### config.mk
export PLATFORM = sky130hd
export DESIGN_NAME = conv_window_fetch
export DESIGN_NICKNAME = d
export VERILOG_FILES = /design/src/rtl/conv_window_fetch_pkg.sv /design/src/rtl/conv_window_fetch_addr_gen.sv /design/src/rtl/conv_window_fetch.sv
export SDC_FILE = /design/constraint.sdc
export NUM_CORES = 1
export LEC_CHECK = 0
export CAP_MARGIN = 20
export CORE_MARGIN = 10
export CORE_UTILIZATION = 35
export DETAILED_ROUTE_END_ITERATION = 10
export PLACE_DENSITY = 0.59
export SYNTH_ARGS = -nofsm -noshare
export SYNTH_HDL_FRONTEND = slang
export SYNTH_SLANG_ARGS = --single-unit
### constraint.sdc
create_clock -name clk -period 3.86 [get_ports clk]
set_input_delay 0.772 -clock clk [delete_from_list [all_inputs] [get_ports clk]]
set_output_delay 0.772 -clock clk [all_outputs]
set_load 0.01 [all_outputs]
### src/rtl/conv_window_fetch_pkg.sv
// Shared definitions for the 3x3 window fetcher: FSM state encodings,
// kernel geometry constants and a small tap-position helper.
package conv_window_fetch_pkg;

    typedef enum logic [2:0] {
        ST_IDLE     = 3'd0,
        ST_FETCH    = 3'd1,
        ST_DRAIN    = 3'd2,
        ST_WAIT_ACK = 3'd3,
        ST_DONE     = 3'd4
    } fetch_state_e;

    localparam int KERNEL_TAPS = 9;
    localparam int KERNEL_DIM  = 3;

    localparam logic [1:0] KDIM_LAST = 2'(KERNEL_DIM - 1);

    // True on the bottom-right tap of the kernel.
    function automatic logic tap_is_last(input logic [1:0] kr, input logic [1:0] kc);
        return (kr == KDIM_LAST) && (kc == KDIM_LAST);
    endfunction

endpackage

### src/rtl/conv_window_fetch_addr_gen.sv
// Window/tap counters and the incremental BRAM read address for the 3x3 scan.
// The address is only ever stepped by small constants, never multiplied.
module conv_window_fetch_addr_gen
    import conv_window_fetch_pkg::*;
#(
    parameter int IMG_W  = 128,
    parameter int IMG_H  = 128,
    parameter int ADDR_W = 14
) (
    input  logic              clk,
    input  logic              rst,
    input  logic              step,
    input  logic              advance,
    output logic [ADDR_W-1:0] addr,
    output logic [15:0]       row,
    output logic [15:0]       col,
    output logic              last_tap,
    output logic              last_win
);

    localparam logic [15:0]       COL_LAST      = 16'(IMG_W - 3);
    localparam logic [15:0]       ROW_LAST      = 16'(IMG_H - 3);
    localparam logic [ADDR_W-1:0] ADDR_ONE      = ADDR_W'(1);
    localparam logic [ADDR_W-1:0] KC_WRAP_STEP  = ADDR_W'(IMG_W - 2);
    // Last column to the next row's first window: skip the two right-hand margin pixels.
    localparam logic [ADDR_W-1:0] ROW_WRAP_STEP = ADDR_W'(KERNEL_DIM);

    logic [1:0]        kr_r, kc_r, kr_s, kc_s;
    logic [15:0]       row_r, col_r, row_s, col_s;
    logic [ADDR_W-1:0] addr_r, base_r, addr_s, base_s;
    logic              last_tap_s, col_last_s, last_win_s;

    assign last_tap_s = tap_is_last(kr_r, kc_r);
    assign col_last_s = (col_r == COL_LAST);
    assign last_win_s = col_last_s && (row_r == ROW_LAST);

    // Next counter/address values for a tap step or a window advance.
    always_comb begin
        kr_s   = kr_r;
        kc_s   = kc_r;
        row_s  = row_r;
        col_s  = col_r;
        addr_s = addr_r;
        base_s = base_r;
        if (advance) begin
            kr_s = 2'd0;
            kc_s = 2'd0;
            if (last_win_s) begin
                row_s  = 16'd0;
                col_s  = 16'd0;
                base_s = {ADDR_W{1'b0}};
            end else if (col_last_s) begin
                row_s  = row_r + 16'd1;
                col_s  = 16'd0;
                base_s = base_r + ROW_WRAP_STEP;
            end else begin
                col_s  = col_r + 16'd1;
                base_s = base_r + ADDR_ONE;
            end
            addr_s = base_s;
        end else if (step) begin
            if (last_tap_s) begin
                kr_s   = 2'd0;
                kc_s   = 2'd0;
                addr_s = base_r;
            end else if (kc_r == KDIM_LAST) begin
                kr_s   = kr_r + 2'd1;
                kc_s   = 2'd0;
                addr_s = addr_r + KC_WRAP_STEP;
            end else begin
                kc_s   = kc_r + 2'd1;
                addr_s = addr_r + ADDR_ONE;
            end
        end else begin
            addr_s = addr_r;
        end
    end

    // Counter and address registers.
    always_ff @(posedge clk) begin
        if (rst) begin
            kr_r   <= 2'd0;
            kc_r   <= 2'd0;
            row_r  <= 16'd0;
            col_r  <= 16'd0;
            addr_r <= {ADDR_W{1'b0}};
            base_r <= {ADDR_W{1'b0}};
        end else begin
            kr_r   <= kr_s;
            kc_r   <= kc_s;
            row_r  <= row_s;
            col_r  <= col_s;
            addr_r <= addr_s;
            base_r <= base_s;
        end
    end

    assign addr     = addr_r;
    assign row      = row_r;
    assign col      = col_r;
    assign last_tap = last_tap_s;
    assign last_win = last_win_s;

endmodule

### src/rtl/conv_window_fetch.sv
// Reads each 3x3 window of a row-major image from BRAM, streams the bytes
// to the window shift register and holds win_ready until the conv core acks.
module conv_window_fetch
    import conv_window_fetch_pkg::*;
#(
    parameter int IMG_W  = 128,
    parameter int IMG_H  = 128,
    parameter int ADDR_W = 14,
    parameter int DATA_W = 8
) (
    input  logic              clk,
    input  logic              rst,
    input  logic              start,
    output logic [ADDR_W-1:0] bram_addr,
    output logic              bram_en,
    input  logic [DATA_W-1:0] bram_dout,
    output logic [DATA_W-1:0] pix_data,
    output logic              pix_valid,
    output logic              win_ready,
    input  logic              conv_ack,
    output logic [15:0]       out_row,
    output logic [15:0]       out_col,
    output logic              busy,
    output logic              frame_done
);

    fetch_state_e state_r, state_s;
    logic         step_s, advance_s, last_tap_s, last_win_s;
    logic         bram_en_s, win_ready_s, busy_s, frame_done_s;
    logic         bram_en_r, win_ready_r, busy_r, frame_done_r, pix_valid_r;

    assign step_s    = (state_r == ST_FETCH);
    assign advance_s = (state_r == ST_WAIT_ACK) && conv_ack;

    conv_window_fetch_addr_gen #(
        .IMG_W  (IMG_W),
        .IMG_H  (IMG_H),
        .ADDR_W (ADDR_W)
    ) u_addr_gen (
        .clk      (clk),
        .rst      (rst),
        .step     (step_s),
        .advance  (advance_s),
        .addr     (bram_addr),
        .row      (out_row),
        .col      (out_col),
        .last_tap (last_tap_s),
        .last_win (last_win_s)
    );

    // FSM state register.
    always_ff @(posedge clk) begin
        if (rst) begin
            state_r <= ST_IDLE;
        end else begin
            state_r <= state_s;
        end
    end

    // FSM next-state logic; start is only honoured in IDLE.
    always_comb begin
        state_s = state_r;
        case (state_r)
            ST_IDLE:     state_s = start ? ST_FETCH : ST_IDLE;
            ST_FETCH:    state_s = last_tap_s ? ST_DRAIN : ST_FETCH;
            ST_DRAIN:    state_s = ST_WAIT_ACK;
            ST_WAIT_ACK: begin
                if (conv_ack) begin
                    state_s = last_win_s ? ST_DONE : ST_FETCH;
                end else begin
                    state_s = ST_WAIT_ACK;
                end
            end
            ST_DONE:     state_s = ST_IDLE;
            default:     state_s = ST_IDLE;
        endcase
    end

    // FSM output decode from the next state, so the flops below line up with the state.
    always_comb begin
        bram_en_s    = 1'b0;
        win_ready_s  = 1'b0;
        frame_done_s = 1'b0;
        busy_s       = 1'b1;
        case (state_s)
            ST_IDLE:     busy_s       = 1'b0;
            ST_FETCH:    bram_en_s    = 1'b1;
            ST_DRAIN:    busy_s       = 1'b1;
            ST_WAIT_ACK: win_ready_s  = 1'b1;
            ST_DONE:     frame_done_s = 1'b1;
            default:     busy_s       = 1'b0;
        endcase
    end

    // Output and data-path delay registers.
    always_ff @(posedge clk) begin
        if (rst) begin
            bram_en_r    <= 1'b0;
            win_ready_r  <= 1'b0;
            busy_r       <= 1'b0;
            frame_done_r <= 1'b0;
            pix_valid_r  <= 1'b0;
        end else begin
            bram_en_r    <= bram_en_s;
            win_ready_r  <= win_ready_s;
            busy_r       <= busy_s;
            frame_done_r <= frame_done_s;
            pix_valid_r  <= bram_en_r;
        end
    end

    // The BRAM output register already carries the one-clock read delay; gating keeps idle bytes at zero.
    assign pix_data   = pix_valid_r ? bram_dout : {DATA_W{1'b0}};
    assign pix_valid  = pix_valid_r;
    assign bram_en    = bram_en_r;
    assign win_ready  = win_ready_r;
    assign busy       = busy_r;
    assign frame_done = frame_done_r;

endmodule

Word-level counts from Yosys, hierarchy flattened
Cells that the tools add are included.
W data, S select, Z words.
- add/subtract/negate cells: 8
- equality and inequality tests: 11
- muxes and demuxes: 24
- reductions and logical operators: 11
- operators with widths (operator ; number):
    $mux W14 ; 6
    $mux W16 ; 4
    $add A16 B1 Y16 const B ; 2
    $eq A16 B7 Y1 const B ; 2
    $add A14 B1 Y14 const B ; 2
    $add A14 B2 Y14 const B ; 1
    $add A14 B7 Y14 const B ; 1
    $eq A3 B2 Y1 const B ; 4
    $pmux W3 S4 ; 1
    $mux W2 ; 5
    $mux W8 ; 1
    $eq A3 B1 Y1 const B ; 2
    $mux W3 ; 2
    $reduce_bool A2 Y1 ; 3
    $mux W1 ; 5
    $add A2 B1 Y2 const B ; 2
    $eq A2 B2 Y1 const B ; 2
    $reduce_and A2 Y1 ; 2
    $reduce_or A4 Y1 ; 1
    $eq A3 B3 Y1 const B ; 1
    $logic_and A1 B1 Y1 ; 3
    $logic_not A3 Y1 ; 1
    $reduce_or A2 Y1 ; 1
- flip-flop bits (word level): 72
- input bits: 12
- output and inout port bits: 59

Depth between registers and ports, before layout
Gate-level depths: netlist of the first run.
- word-level depth: 8
- depth in mapped cells: 11
- mapped depth without buffers: 11

By module
From an unflattened synthesis of the first run, not the netlist that was laid out.
- cell total of the unflattened synthesis: 496
- area, all modules: 4043.9 sq um
- by module, submodules not included (module ; times used ; cells each ; area an instance (sq um)):
    conv_window_fetch_addr_gen ; 1 ; 461 ; 3704.8
    conv_window_fetch ; 1 ; 35 ; 339.1

Worst setup path before layout of the first run
OpenSTA, ideal clock, no wires.
- path kind: register to register
- start point: register u_addr_gen.col_r[0], in the netlist u_addr_gen.col[0]
- end point: register u_addr_gen.addr_r[9], in the netlist u_addr_gen.addr[9]
- setup time: 0.132 ns
- data arrival time: 2.655 ns
- path slack: 1.073 ns
- cell stages (with the launch flop): 11
- cell sequence: dfxtp_1 ha_1 or3b_2 nor4_1 ha_1 a21oi_1 nor3_1 and3_1 xor2_1 a22oi_1 a21oi_1
- word-level cells in the longest chain between the ends: 4
- elaborated cells on any way between the ends: 5
- classes of those cells: eq/ne: 1; mux: 3; reduce/logical: 1
- RTL lines (what ; RTL line ; source):
    from (decl) ; conv_window_fetch_addr_gen.sv:29 ; logic [15:0] row_r, col_r, row_s, col_s;
    from (signal assigned) ; conv_window_fetch_addr_gen.sv:92 ; col_r <= col_s;
    $eq A16 B7 Y1 * ; conv_window_fetch_addr_gen.sv:34 ; assign col_last_s = (col_r == COL_LAST);
    $mux W14 / $logic_and A1 B1 Y1 (equally long branches) ; conv_window_fetch_addr_gen.sv:52, conv_window_fetch_addr_gen.sv:35 ;
    $mux W14 * ; conv_window_fetch_addr_gen.sv:48 ; if (last_win_s) begin
    $mux W14 * ; conv_window_fetch_addr_gen.sv:45 ; if (advance) begin
    to (signal assigned) ; conv_window_fetch_addr_gen.sv:86 ; addr_r <= {ADDR_W{1'b0}};
    to (signal assigned) ; conv_window_fetch_addr_gen.sv:93 ; addr_r <= addr_s;
    to (decl) ; conv_window_fetch_addr_gen.sv:30 ; logic [ADDR_W-1:0] addr_r, base_r, addr_s, base_s;
Every way passes the cells marked *; elsewhere a longest branch is shown, timed or not.
A chain may end at the register's enable or synchronous reset.

Worst setup path in the final report of the first run
- start point: register u_addr_gen.col_r[0], in the netlist u_addr_gen.col[0]
- end point: register u_addr_gen.addr_r[8], in the netlist u_addr_gen.addr[8]
The elaborated chain is that of the path after synthesis.

==> results of run 1 <==
## placed cells by master, fill, tap and decap left out, types with 3 or more instances in the layout
master           netlist  routed
nor4_1                 9       9
a22oi_1                8       8
nor3_1                25      25
o21a_1                 3       3
o211ai_1               4       4
nor2_1                64      64
a31oi_1                4       4
nand3_1               20      20
nand2_1               37      37
o22ai_1                4       4
inv_1                  9       9
xor2_1                23      23
and2_1                 8       8
clkdlybuf4s50_1        0      70
nor2b_1                5       5
xnor2_1               20      20
nand3b_1               8       8
or4_1                  3       3
dfxtp_1               72      72
o21ai_0               22      22
and3_1                 9       9
buf_4                  1       7
nand4_1                9       9
ha_1                   8       8
or3_1                  6       6
a21oi_1               33      33
nand2b_1               6       6
clkbuf_16              0       9
a211oi_1               9       9
## through the flow
step           instances  hold slack, ns  power, mW  instance area, sq um
2_1_floorplan        494          0.4622     0.8756                  3958
6_report             699          0.4778      1.779                  5077
3_5_place_dp         683          0.4658     0.9410                  4771
3_3_place_gp         683          0.4692     0.9399                  4771
5_1_grt              699          0.4827      1.849                  5077
4_1_cts              699          0.4805      1.804                  5077
## state kept, by name, indices dropped and copies added, names as in the netlist, 2 cells and up
register	cells
state_r	3
u_addr_gen.addr	14
u_addr_gen.base_r	14
u_addr_gen.col	16
u_addr_gen.kc_r	2
u_addr_gen.kr_r	2
u_addr_gen.row	16
## routing by layer
layer  vias up  GRT usage (%)  wire length, microns
met5         -              0                     0
met2        73          22.35                  5472
met3        11          3.623                   512
li1       1901              -                     -
met4         0          4.622                   111
met1      1815          18.40                  5290
## cell type report
cell class / count / share of cell area, %
clock inverter: 6 / 1.331
tap: 140 / 3.450
timing repair buffer: 77 / 14.83
multi-input combinational: 385 / 46.62
sequential: 72 / 28.39
inverter: 9 / 0.6654
clock buffer: 10 / 4.707
## critical path: cells and delay by family (launching register included)
kind,cells,cell delay (ns)
and+or+nand+nor,5,1.66
adders and majority gates,2,0.52
DFF,1,0.41
AOI/OAI and AO/OA,2,0.31
xor gates and xnor gates,1,0.16
## final timing paths
path	slack (ns)	endpoint	cells past startpoint
setup / recovery	0.73	u_addr_gen.addr[8]	10
hold / removal	0.48	pix_valid	1
setup reg to reg	0.73	u_addr_gen.addr[8]	10
hold reg to reg	0.48	pix_valid	1
## logic make-up after synthesis
logic type / synth area share (%)
multiplexers: 0.2529
buffers and inverters: 3.920
flip-flops: 36.42
AND/OR/NAND/NOR: 29.85
XOR/XNOR: 9.516
AO/OA/AOI/OAI: 17.01
adder cells (fa/ha/maj): 3.035
## power breakdown
part           internal [mW]  switching (mW)
registers              0.757          0.0253
clock network          0.520           0.335
logic                 0.0708          0.0722
total                   1.35           0.432
==> run metrics, run 1 <==
outcome completed; worst r2r src u_addr_gen.col[0]; Slew @ Worst Pin 0.9629 ns; DR WL/cell 16.29 microns; largest area contributor in the netlist dfxtp_1; CTS hold repair buffers 0; setup_tns 0 ns; Die Y 126.3 microns; synth cell count leaders dfxtp_1, nor2_1, nand2_1; row count 38; pin count of the biggest net entering global routing 33; Place WS 0.7341 ns; gr ovfl total 0; Max VDD drop 231.8 uV; HPWL after detailed placement 8.017 mm; initial antenna violation count 0; Net Count, Synth 515; Ports 71; Clock Skew 0.006977 ns; Clock transition at path regs 0.06 ns; fillcell total 1140; leakage power 1.743 nW; final period utilization 81.14%; synth warn 0; Crit path required time 4.11 ns; setup bufs post-CTS 0; Area growth, synth to finish 28.30%; final max-slew violation count 0; Storage cell area 0.001441 sq mm; GP Congestion 0.8514; Setup crit start u_addr_gen.col[0]; Final Core Density 46.43%; most frequent cell after synthesis dfxtp_1; Post-CTS Resized 0; vias in the first global route 3547; setup violators final 0; diode count 0; CP cell instances ha_1, or3b_2, nor4_1, fa_1, nand3_1, nor2_1, and3_1, xor2_1, a21oi_1, a211oi_1; #FFs+latches synth 72; Syn Area/Cell 8.011 sq um; EDFF count, synth 0; post-layout min period 3.132 ns; Synth top area share 36.42%; Hold Vio Cnt, Final 0; Synth cell types 60; chip width 126.3 microns; Worst path max stage delay 0.47 ns; max-cap violations 0; critical path's slowest cell or3b_2; Tightest Hold Check Type flip-flop to flip-flop; DR iter-0 viols 335; kind of critical path flip-flop to flip-flop; initial core utilization 36.19%; CTS Root Buffer Type clkbuf_16; top_reg_cell synth dfxtp_1; Max Freq 319.3 MHz; first-pass GRT wire length 18.94 mm; First-pass DRT Iterations 4; Sinks on Clock Net 72; DRC viols 0; share of layout cells above drive strength 1 5.725%; Total GRT Usage 14.15%; Data arrival, critical path 3.38 ns; Area contributors post-synth dfxtp_1, nor2_1, xor2_1; I/O Buffers 70; Post-Syn Instances 494; max_slew headroom 35.74%; Worst Path Max Fanout 6; core area 0.01094 sq mm; P per Cell Area 350.4 mW/mm^2; async set-or-reset flop fraction in the synthesized netlist 0%; RSZ-0062 raised after global routing no; post-route ant nets 0; CTS max path bufs 2; Nets 575; CTS tree built; hold path startpoint bram_en; H-tree levels 3; Setup crit end kind flip-flop; wirelength, routed 11.39 mm; Final WS setup 0.7279 ns; mapped cell area 0.003958 sq mm; clk_lat worst skew 0.34 ns; vias per cell 5.436; vias 3800; die area 0.01596 sq mm; Critical Path Start Type flip-flop; CTS Buf Count 9; Multi-input gate area 0.002367 sq mm; register area share after synthesis 36.42%
Power figures use the tool's default switching activity.
==> inputs of run 2 (changes only) <==
==> constraint.sdc (replaced) <==
create_clock -name clk -period 3.2 [get_ports clk]
set_input_delay 0.64 -clock clk [delete_from_list [all_inputs] [get_ports clk]]
set_output_delay 0.64 -clock clk [all_outputs]
set_load 0.01 [all_outputs]
==> run metrics, run 2 (synthesized netlist as in run 1, its figures left out) <==
flop2flop setup slack 0.25 ns (-0.48 ns); H-tree levels 3 (unchanged); Setup crit end kind flip-flop; clk_lat worst skew 0.33 ns (about the same); vias in the first global route 3641 (+2.7%); Reg power frac 42.8% (-1.1 points); setup_tns 0 ns (unchanged); CTS max path bufs 2 (unchanged); post-route ant nets 0 (unchanged); Crit path required time 3.44 ns (-0.67 ns); CTS hold repair buffers 0 (unchanged); GP Congestion 0.8753 (+2.8%); Critical Path Start Type flip-flop; max-cap violations 0 (unchanged); DR iter-0 viols 294 (-12%); Final Core Density 47.19% (+0.76 points); setup bufs post-CTS 0 (unchanged); vias per cell 5.382 (-0.99%); DR top layer met4; P per Cell Area 427.0 mW/mm^2 (+22%); Psw 0.5168 mW (+20%); chip width 126.3 microns (unchanged); Ports 71 (unchanged); setup violators final 0 (unchanged); Worst Path Max Fanout 6 (unchanged); max_slew headroom 35.19% (-0.55 points); fillcell total 1082 (-5.1%); Hold Vio Cnt, Final 0 (unchanged); met3 WL 663 microns (+29%); most common cell after layout, fill and taps aside dfxtp_1; first-pass GRT wire length 18.80 mm (-0.77%); CTS Buf Count 9 (unchanged); Tightest Hold Check Type flip-flop to flip-flop; Clk pwr share 49.2% (+1.2 points); final max-slew violation count 0 (unchanged); post-layout min period 2.955 ns (-0.1772 ns); Slew @ Worst Pin 0.9712 ns (+0.008297 ns); Post-CTS Resized 0 (unchanged); gr ovfl total 0 (unchanged); HPWL after detailed placement 8.154 mm (+1.7%); DRT met1 WL 5.035 mm (-4.8%); Max VDD drop 207.1 uV (-11%); Die Y 126.3 microns (unchanged); outcome completed; Area growth, synth to finish 30.38%; core area 0.01094 sq mm (unchanged); row count 38 (unchanged); Power Internal 1.686 mW (+25%); Data arrival, critical path 3.19 ns (-0.19 ns); leakage power 1.786 nW (+2.5%); combinational power share 8.0% (about the same); initial antenna violation count 0 (unchanged); Nets 582 (+1.2%); Max Freq 338.4 MHz (+6.0%); Clock transition at path regs 0.06 ns (about the same); I/O Buffers 70 (unchanged); vias 3800 (unchanged); diode count 0 (unchanged); most frequent cells in the layout dfxtp_1, clkdlybuf4s50_1, nor2_1; RSZ-0062 raised after global routing no; wire length on met2 5.544 mm (+1.3%); final period utilization 92.34% (+11 points); initial core utilization 36.19% (unchanged); wirelength, routed 11.37 mm (-0.11%); share of layout cells above drive strength 1 7.244% (+1.5 points); CTS tree built; CTS Root Buffer Type clkbuf_16; pin count of the biggest net entering global routing 24 (-27%); Clock Skew 0.008643 ns (+0.001666 ns); die area 0.01596 sq mm (unchanged); switching power share of the total 23.46% (-0.83 points); DRC viols 0 (unchanged); DR WL/cell 16.11 microns (-1.1%); Total GRT Usage 13.94% (-0.21 points); First-pass DRT Iterations 4 (unchanged); Sinks on Clock Net 72 (unchanged); kind of critical path flip-flop to flip-flop
-- run 2: per-layer routing --
layer,GRT usage (%),up-vias
met5,0,-
met4,4.153,0
met3,3.582,11
met2,22.87,87
met1,17.57,1790
li1,-,1912
-- run 2: final cells by class --
cell class                      count  area (sq um)  area share [%]
Timing Repair Buffer               84         805.8           15.62
Multi-Input combinational cell    385          2381           46.14
Clock buffer                       10         229.0           4.437
Clock inverter                      6         93.84           1.819
Tap cell                          140         175.2           3.395
Inverter                            9         33.78          0.6547
Sequential cell                    72          1441           27.93
-- run 2: path summary, 6_finish.rpt --
| check | start | to | depth (start not counted) |
|---|---|---|---|
| max | u_addr_gen.col[0] | u_addr_gen.addr[8] | 10 |
| min | bram_en | pix_valid | 1 |
| max reg2reg | u_addr_gen.col[0] | u_addr_gen.addr[8] | 10 |
| min reg2reg | bram_en | pix_valid | 1 |
-- run 2: through the flow --
step,instances,power [mW],instance area (sq um),worst slack (ns),hold slack [ns]
5_1_grt,706,2.284,5160,0.03906,0.4821
2_1_floorplan,494,1.056,3958,0.4128,0.4622
4_1_cts,706,2.225,5146,0.04209,0.4731
3_5_place_dp,690,1.139,4823,0.09020,0.4675
6_report,706,2.203,5160,0.2451,0.4640
3_3_place_gp,690,1.138,4823,0.1788,0.4673
-- run 2: power groups by stage --
stage                     logic, mW  registers (mW)  clock network, mW
final                         0.176           0.943               1.08
after global routing          0.194           0.946               1.14
after CTS                     0.177           0.943               1.11
after detailed placement      0.176           0.963                  0
after global placement        0.176           0.962                  0
after floorplan               0.101           0.955                  0
-- run 2: worst max-delay path: stages, from the launching register on --
cell and delay, ns:
dfxtp_1 0.41, ha_1 0.18, or3b_2 0.50, nor4_2 0.28, fa_1 0.34, nand3_2 0.19, nor2_2 0.22, and3_1 0.23
xor2_1 0.16, a21oi_1 0.09, a211oi_1 0.26
